## src/rtl/mux4_rr_sequencer.sv

```systemverilog
// Round-robin sequencer in front of a 4:1 word multiplexer: it picks a requester,
// drives the select, captures the muxed word and offers it on a valid/ready output.
module mux4_rr_sequencer #(
  parameter int unsigned WIDTH   = 4,
  parameter int unsigned RR_INIT = 3
) (
  input  logic             clk,
  input  logic             rst_n,
  input  logic [3:0]       req_i,
  output logic [1:0]       sel_o,
  input  logic [WIDTH-1:0] mux_y_i,
  output logic [3:0]       gnt_o,
  output logic [WIDTH-1:0] out_data_o,
  output logic [1:0]       out_chan_o,
  output logic             out_valid_o,
  input  logic             out_ready_i,
  output logic             busy_o
);

  typedef enum logic [1:0] {
    ST_IDLE   = 2'd0,
    ST_SELECT = 2'd1,
    ST_HOLD   = 2'd2
  } state_e;

  state_e           state_q, state_d;
  logic [1:0]       sel_q, sel_d;
  logic [3:0]       gnt_q, gnt_d;
  logic [WIDTH-1:0] out_data_q, out_data_d;
  logic [1:0]       out_chan_q, out_chan_d;
  logic             out_valid_q, out_valid_d;
  logic [1:0]       last_q, last_d;
  logic             busy_q, busy_d;

  logic [1:0]       win_idx;
  logic             win_found;
  logic             handshake;

  assign handshake = out_valid_q & out_ready_i;

  // Rotating priority search starting just after the last granted channel.
  always_comb begin
    logic [1:0] cand;
    cand      = '0;
    win_found = 1'b0;
    win_idx   = last_q;
    for (int unsigned k = 1; k <= 4; k++) begin
      cand = last_q + 2'(k);
      if (!win_found && req_i[cand]) begin
        win_found = 1'b1;
        win_idx   = cand;
      end
    end
  end

  // State register and all registered outputs.
  always_ff @(posedge clk) begin
    if (!rst_n) begin
      state_q     <= ST_IDLE;
      sel_q       <= '0;
      gnt_q       <= '0;
      out_data_q  <= '0;
      out_chan_q  <= '0;
      out_valid_q <= 1'b0;
      last_q      <= 2'(RR_INIT);
      busy_q      <= 1'b0;
    end else begin
      state_q     <= state_d;
      sel_q       <= sel_d;
      gnt_q       <= gnt_d;
      out_data_q  <= out_data_d;
      out_chan_q  <= out_chan_d;
      out_valid_q <= out_valid_d;
      last_q      <= last_d;
      busy_q      <= busy_d;
    end
  end

  // Next-state logic.
  always_comb begin
    state_d = state_q;
    case (state_q)
      ST_IDLE:   if (win_found) state_d = ST_SELECT;
      ST_SELECT: state_d = ST_HOLD;
      ST_HOLD:   if (handshake) state_d = ST_IDLE;
      default:   state_d = ST_IDLE;
    endcase
  end

  // Output/datapath next values; gnt defaults low so it pulses for one cycle.
  always_comb begin
    sel_d       = sel_q;
    gnt_d       = '0;
    out_data_d  = out_data_q;
    out_chan_d  = out_chan_q;
    out_valid_d = out_valid_q;
    last_d      = last_q;
    case (state_q)
      ST_IDLE: begin
        if (win_found) sel_d = win_idx;
      end
      ST_SELECT: begin
        out_data_d  = mux_y_i;
        out_chan_d  = sel_q;
        out_valid_d = 1'b1;
        gnt_d       = 4'(4'b0001 << sel_q);
        last_d      = sel_q;
      end
      ST_HOLD: begin
        if (handshake) out_valid_d = 1'b0;
      end
      default: begin
        out_valid_d = 1'b0;
      end
    endcase
    busy_d = (state_d != ST_IDLE);
  end

  assign sel_o       = sel_q;
  assign gnt_o       = gnt_q;
  assign out_data_o  = out_data_q;
  assign out_chan_o  = out_chan_q;
  assign out_valid_o = out_valid_q;
  assign busy_o      = busy_q;

endmodule
```

## config.mk

```make
export PLATFORM = sky130hd
export DESIGN_NAME = mux4_rr_sequencer
export DESIGN_NICKNAME = d
export VERILOG_FILES = /design/src/rtl/mux4_rr_sequencer.sv
export SDC_FILE = /design/constraint.sdc
export NUM_CORES = 1
export LEC_CHECK = 0
export BUFFER_PORTS_ARGS = -buffer_cell sky130_fd_sc_hd__buf_2
export CAP_MARGIN = 10
export CELL_PAD_IN_SITES_DETAIL_PLACEMENT = 1
export CELL_PAD_IN_SITES_GLOBAL_PLACEMENT = 1
export CORE_UTILIZATION = 33
export CTS_CLUSTER_SIZE = 25
export DETAILED_ROUTE_END_ITERATION = 8
export PLACE_DENSITY = 0.76
export SKIP_LAST_GASP = 1
export SYNTH_ARGS = -nofsm -noshare
export SYNTH_HDL_FRONTEND = slang
export SYNTH_SLANG_ARGS = --single-unit
```

## constraint.sdc

```tcl
create_clock -name clk -period 1.2 [get_ports clk]
set_input_delay 0.18 -clock clk [delete_from_list [all_inputs] [get_ports clk]]
set_output_delay 0.18 -clock clk [all_outputs]
set_load 0.005 [all_outputs]
```

After elaboration in Yosys (flattened, before gate mapping) --
Index checks and enable logic that the tools add are counted.
Storage, ports and cells: bits in registers 18, logic and storage cells 53
Cells by class: add/sub/neg operators 3, $lt $le $gt $ge 4, eq/ne operators 3, shifts and indexed selects 1, mux-type cells 21, bitwise operators 2, reductions and logical operators 11
Operators with widths (count):
- less-than comparator 2 x 3 -> 1 bit, second input constant | 4
- two-way mux 2 bit | 6
- two-way mux 1 bit | 9
- binary-select mux 1 bit (select 2 bit) | 4
- case mux 2 bit (3 select lines) | 1
- AND reduction 2 bit | 3
- adder 2 bit, second input constant | 2
- << shifter 1 x 2 -> 4 bit, first input constant | 1
- logical AND 1 bit | 3
- logical NOT 1 bit | 3
- case mux 1 bit (3 select lines) | 1
- adder 2 x 1 -> 2 bit, second input constant | 1
- == test 2 x 1 -> 1 bit, second input constant | 1
- == test 2 bit, second input constant | 1
- logical NOT 2 bit | 1
- != test 2 bit, second input constant | 1
- nonzero test 2 bit | 1
- bitwise AND 1 bit | 1
- inverter 1 bit | 1

Depth between registers and ports, before layout --
depth in word-level cells 16, depth in mapped cells 4

Worst setup path before layout --
OpenSTA, ideal clock, no wires.
path kind register -> register, from reg state_q[0], to reg busy_q, in the netlist busy_o, library setup time 120 ps, data arrival time 975 ps, setup slack 105 ps, stages on the path, launching flop included 5, period minus slack after synthesis 1095 ps, path through dfxtp_1 -> nor2b_1 -> buf_2 -> o21a_1 -> or2_1
Between the ends: word-level cells in the longest chain between the ends 3, elaborated cells on any way between the ends 7
Ends and longest elaborated chain:
- start, declared | line 26 | state_e state_q, state_d;
- start signal, assigned | line 68 | state_q <= state_d;
- == test 2 bit (tied with other cells) | line 82 | case (state_q)
- case mux 2 bit (3 select lines) (*) | line 82
- nonzero test 2 bit (*) | line 116 | busy_d = (state_d != ST_IDLE);
- end signal, assigned | line 75 | busy_q <= busy_d;
- end, declared | line 33 | logic busy_q, busy_d;
Mark *: on every way between the ends. The rest lies on a longest branch, timed or not. A chain may end at the register's enable or synchronous reset.

Final worst setup path --
from reg state_q[1], to reg busy_q, in the netlist busy_o
The elaborated chain is that of the path after synthesis.

==> PnR_summary.wiki <==
{| class="wikitable"
! Metric !! Value
|-
| Fraction of layout instances using a drive strength above 1 || 31.1%
|-
| Ratio of final minimum period to clock period || between 90% and 100%
|-
| Total stage count of the critical path || 4
|-
| Wire length of the first global-routing pass || 2450 um
|-
| Post-Synth XOR/XNOR Area || 0%
|-
| Pin count of the biggest net entering global routing || 17
|-
| Vias in the first global route || slightly below 600
|-
| Max-cap viol count || 0
|-
| Post-synthesis instance area || 674 sq um
|-
| Post-route DRC || 0
|-
| Post-synth ARST share || 0%
|-
| Worst clock skew || approximately 0.0016 ns
|-
| Fraction of synthesized area in multiplexers || 1.48%
|-
| Netlist cell types || 26
|-
| Sequential cell area || 360 sq um
|-
| Placeable core region || 1820 sq um
|-
| Synth area leader || sky130_fd_sc_hd__dfxtp_1
|-
| Buffer type at the clock tree root || sky130_fd_sc_hd__clkbuf_4
|-
| GRT Overall Usage || 16.2%
|-
| CTS tree || yes
|-
| End point of the critical path || busy_o
|-
| M3 GR Usage || 3.46%
|-
| Die Span Y || 47.2 um
|-
| Type of origin of the critical path || register
|-
| Final Net Count || 115
|-
| Most used flip-flop cell after synthesis || sky130_fd_sc_hd__dfxtp_1
|-
| Count leader, synth || sky130_fd_sc_hd__dfxtp_1
|-
| Number of setup violations in the final report || 0
|-
| Dominant cells by area after synthesis || sky130_fd_sc_hd__dfxtp_1 53%, sky130_fd_sc_hd__nand2_1 9.5%, sky130_fd_sc_hd__a21boi_1 6.7%
|-
| Minimum period implied by the final worst setup slack || 1.14 ns
|-
| Worst Path Required || 1.40 ns
|-
| Total of hold buffers inserted after clock tree synthesis || 0
|-
| Clock-pin slew on the worst setup and hold paths || approximately 0.10 ns
|-
| Register bit count reported by yosys || 18
|-
| Detailed router's first-iteration violation count || 3
|-
| Max Fclk || ~880 MHz
|-
| Reg-to-reg critical path startpoint || state_q[1]
|-
| Power density normalized to cell area || around 1500 nW/um^2
|-
| Hold wc startpoint || mux_y_i[3]
|-
| I/O Buffers || 24
|-
| Antenna violations before repair || 0
|-
| Die Width || 47.2 um
|-
| Sum of internal, switching and leakage power || between 1 and 1.5 mW
|-
| Net count of the mapped netlist || 85
|-
| Sinks on Clock Net || 18
|-
| Worst Path Buf+Inv || 1
|-
| Multi-input gate area || 302 sq um
|-
| Layer with the highest usage || met2
|-
| Launch point of the worst path || state_q[1]
|-
| Cell-by-cell listing of the critical path || nor2b_1 > buf_4 > o21a_1 > or2_1
|-
| Synth top cells by count || 18 x sky130_fd_sc_hd__dfxtp_1, 17 x sky130_fd_sc_hd__nand2_1, 6 x sky130_fd_sc_hd__a21boi_1, 3 x sky130_fd_sc_hd__nor2b_1, 3 x sky130_fd_sc_hd__o21ai_0
|-
| Class of the tightest hold or removal check || in2reg
|-
| Standard cell with the maximum stage delay on the critical path || sky130_fd_sc_hd__dfxtp_1
|-
| Max Fanout on Critical Path || 9
|-
| Endpoint of the worst-slack reg-to-reg timing path || busy_o
|-
| Cell count of the worst reg-to-reg path || 4
|-
| Final max-slew violation count || 0
|-
| Gr ovfl total || 0
|-
| Number of synthesized flops with an enable pin || 0
|-
| Clock latency reported for the late side of the worst-skew pair || 0.30 ns
|-
| Actual slew at the worst max-slew pin || 0.289 ns
|-
| Type of the setup path with the least slack || reg2reg
|-
| Post-CTS repair timing setup buffer count || 0
|-
| Max-slew headroom at the worst pin || between 80% and 90%
|-
| Result of the run || finished clean
|-
| Residual antenna-violating net count after detailed routing || 0
|-
| Largest delay share family, worst path || flip-flops
|-
| Sequential fraction of the synthesis area || roughly 53%
|-
| Area growth syn-to-layout || 29.9%
|-
| Synthesized area per cell || 9.11 sq um
|-
| Average routed wire per standard cell || 12.0 um
|-
| Largest buffer count on any clock path || 2
|-
| Fill cell instance count of the final layout || approximately 230
|-
| Final WL || 1540 um
|-
| Critical Path Max Stage Delay || 0.41 ns
|-
| Met2 GRT Util || about 27%
|-
| Placement row count || 15
|-
| Via density per instance || 4.95
|-
| Simple logic cell fraction of the synthesized area || 25.0%
|-
| Worst EP arrival || 1.33 ns
|-
| Adder-cell share of the synthesized area || 0%
|-
| Reg-to-reg setup timing slack || 0.06 ns
|-
| Number of hold violations in the final report || 0
|-
| Cell count after synthesis || 74
|-
| Dominant combinational cell family by area after synthesis || simple AND/OR/NAND/NOR gates
|-
| Die area || 2230 sq um
|-
| Area share of the largest cell type after synthesis || 53.4%
|-
| Max VDD drop || around 0.73 mV
|-
| Met1 GRT Util || between 15 and 20%
|-
| TNS Setup || 0 ns
|-
| Unrepaired setup endpoints after global routing || false
|-
| Clock buffer count from CTS || 3
|-
| Starting density of the core || 37.0%
|-
| Leakage || just over 0.4 nW
|-
| Fraction of the mapped netlist area in compound gates || 18.2%
|-
| Number of iterations in the first detailed-routing pass || 3
|-
| Total I/O pin count || 25
|-
| Synthesis Warnings || 0
|-
| Htree depth || 1
|-
| Total number of vias || 634
|-
| Number of gates resized after CTS || 0
|-
| Antenna diode instance count || 0
|-
| Final GP Congestion || 0.780
|-
| Detailed Place HPWL || 1150 um
|-
| Setup crit end kind || register
|}
==> power breakdown <==
group | total [mW] | switching (mW) | internal, mW
sequential | 0.701 | 0.0457 | 0.655
combinational | 0.237 | 0.117 | 0.121
clock | 0.378 | 0.193 | 0.185
total | 1.32 | 0.355 | 0.961
==> flip-flops by register name, indices dropped and copies added (netlist names) <==
signal / flops
out_chan_o: 2
out_data_o: 4
gnt_o: 4
state_q: 2
last_q: 2
busy_o: 1
sel_o: 2
out_valid_o: 1
==> tightest hold or removal path: cells and delay by family <==
kind,cells,cell delay (ns)
AND/OR/NAND/NOR,1,0.04
AO/OA/AOI/OAI,1,0.05
buffers and inverters,1,0.09
==> layout by cell type (no fill, tap or decap), types with 2 or more instances in the layout <==
cell,n
sky130_fd_sc_hd__a21boi_1,6
sky130_fd_sc_hd__a21oi_1,2
sky130_fd_sc_hd__buf_2,24
sky130_fd_sc_hd__buf_4,3
sky130_fd_sc_hd__clkbuf_4,3
sky130_fd_sc_hd__dfxtp_1,18
sky130_fd_sc_hd__nand2_1,17
sky130_fd_sc_hd__nand3_1,2
sky130_fd_sc_hd__nor2_1,2
sky130_fd_sc_hd__nor2b_1,3
sky130_fd_sc_hd__nor3_1,2
sky130_fd_sc_hd__nor3b_1,2
sky130_fd_sc_hd__o21a_1,2
sky130_fd_sc_hd__o21ai_0,3
==> area by class of cell <==
cell class / instances / area share (%)
Tap cell: 25 / 3.57
Inverter: 1 / 0.429
Sequential cell: 18 / 41.1
Timing Repair Buffer: 27 / 16.3
Multi-Input combinational cell: 53 / 34.4
Clock buffer: 4 / 4.14
==> metrics by stage <==
| step | worst slack [ns] | cells | utilization, % | hold slack, ns | instance area, sq um |
|---|---|---|---|---|---|
| floorplan | 0.105 | 74 | - | 0.312 | 674 |
| global placement | 0.0474 | 124 | 46.1 | 0.421 | 840 |
| detailed placement | 0.0441 | 124 | 46.1 | 0.429 | 840 |
| CTS | 0.0554 | 128 | 48.1 | 0.105 | 876 |
| global route | 0.0241 | 128 | 48.1 | 0.105 | 876 |
| finish | 0.0636 | 128 | 48.1 | 0.105 | 876 |
==> routing by layer <==
metal / up-vias / share of wire (%)
met5: - / 0
met4: 0 / 2.1
met3: 5 / 3.2
met2: 15 / 51
met1: 301 / 44
li1: 313 / -
==> how the worst min path moves through the flow <==
stage	to	slack [ns]	depth (start not counted)
5_1_grt	out_data_o[1]	0.11	3
3_5_place_dp	out_data_o[3]	0.43	3
2_1_floorplan	state_q[1]	0.31	1
6_report	out_data_o[3]	0.10	3
3_3_place_gp	out_data_o[3]	0.42	3
4_1_cts	out_data_o[3]	0.11	3
==> kinds of logic (layout without fill, tap and decap cells) <==
group / after synthesis / after routing
AND/OR/NAND/NOR: 34 / 34
buffers and inverters: 3 / 32
flip-flops: 18 / 18
AO/OA/AOI/OAI: 18 / 18
multiplexers: 1 / 1
No activity file was read; power rests on OpenSTA's default activity.
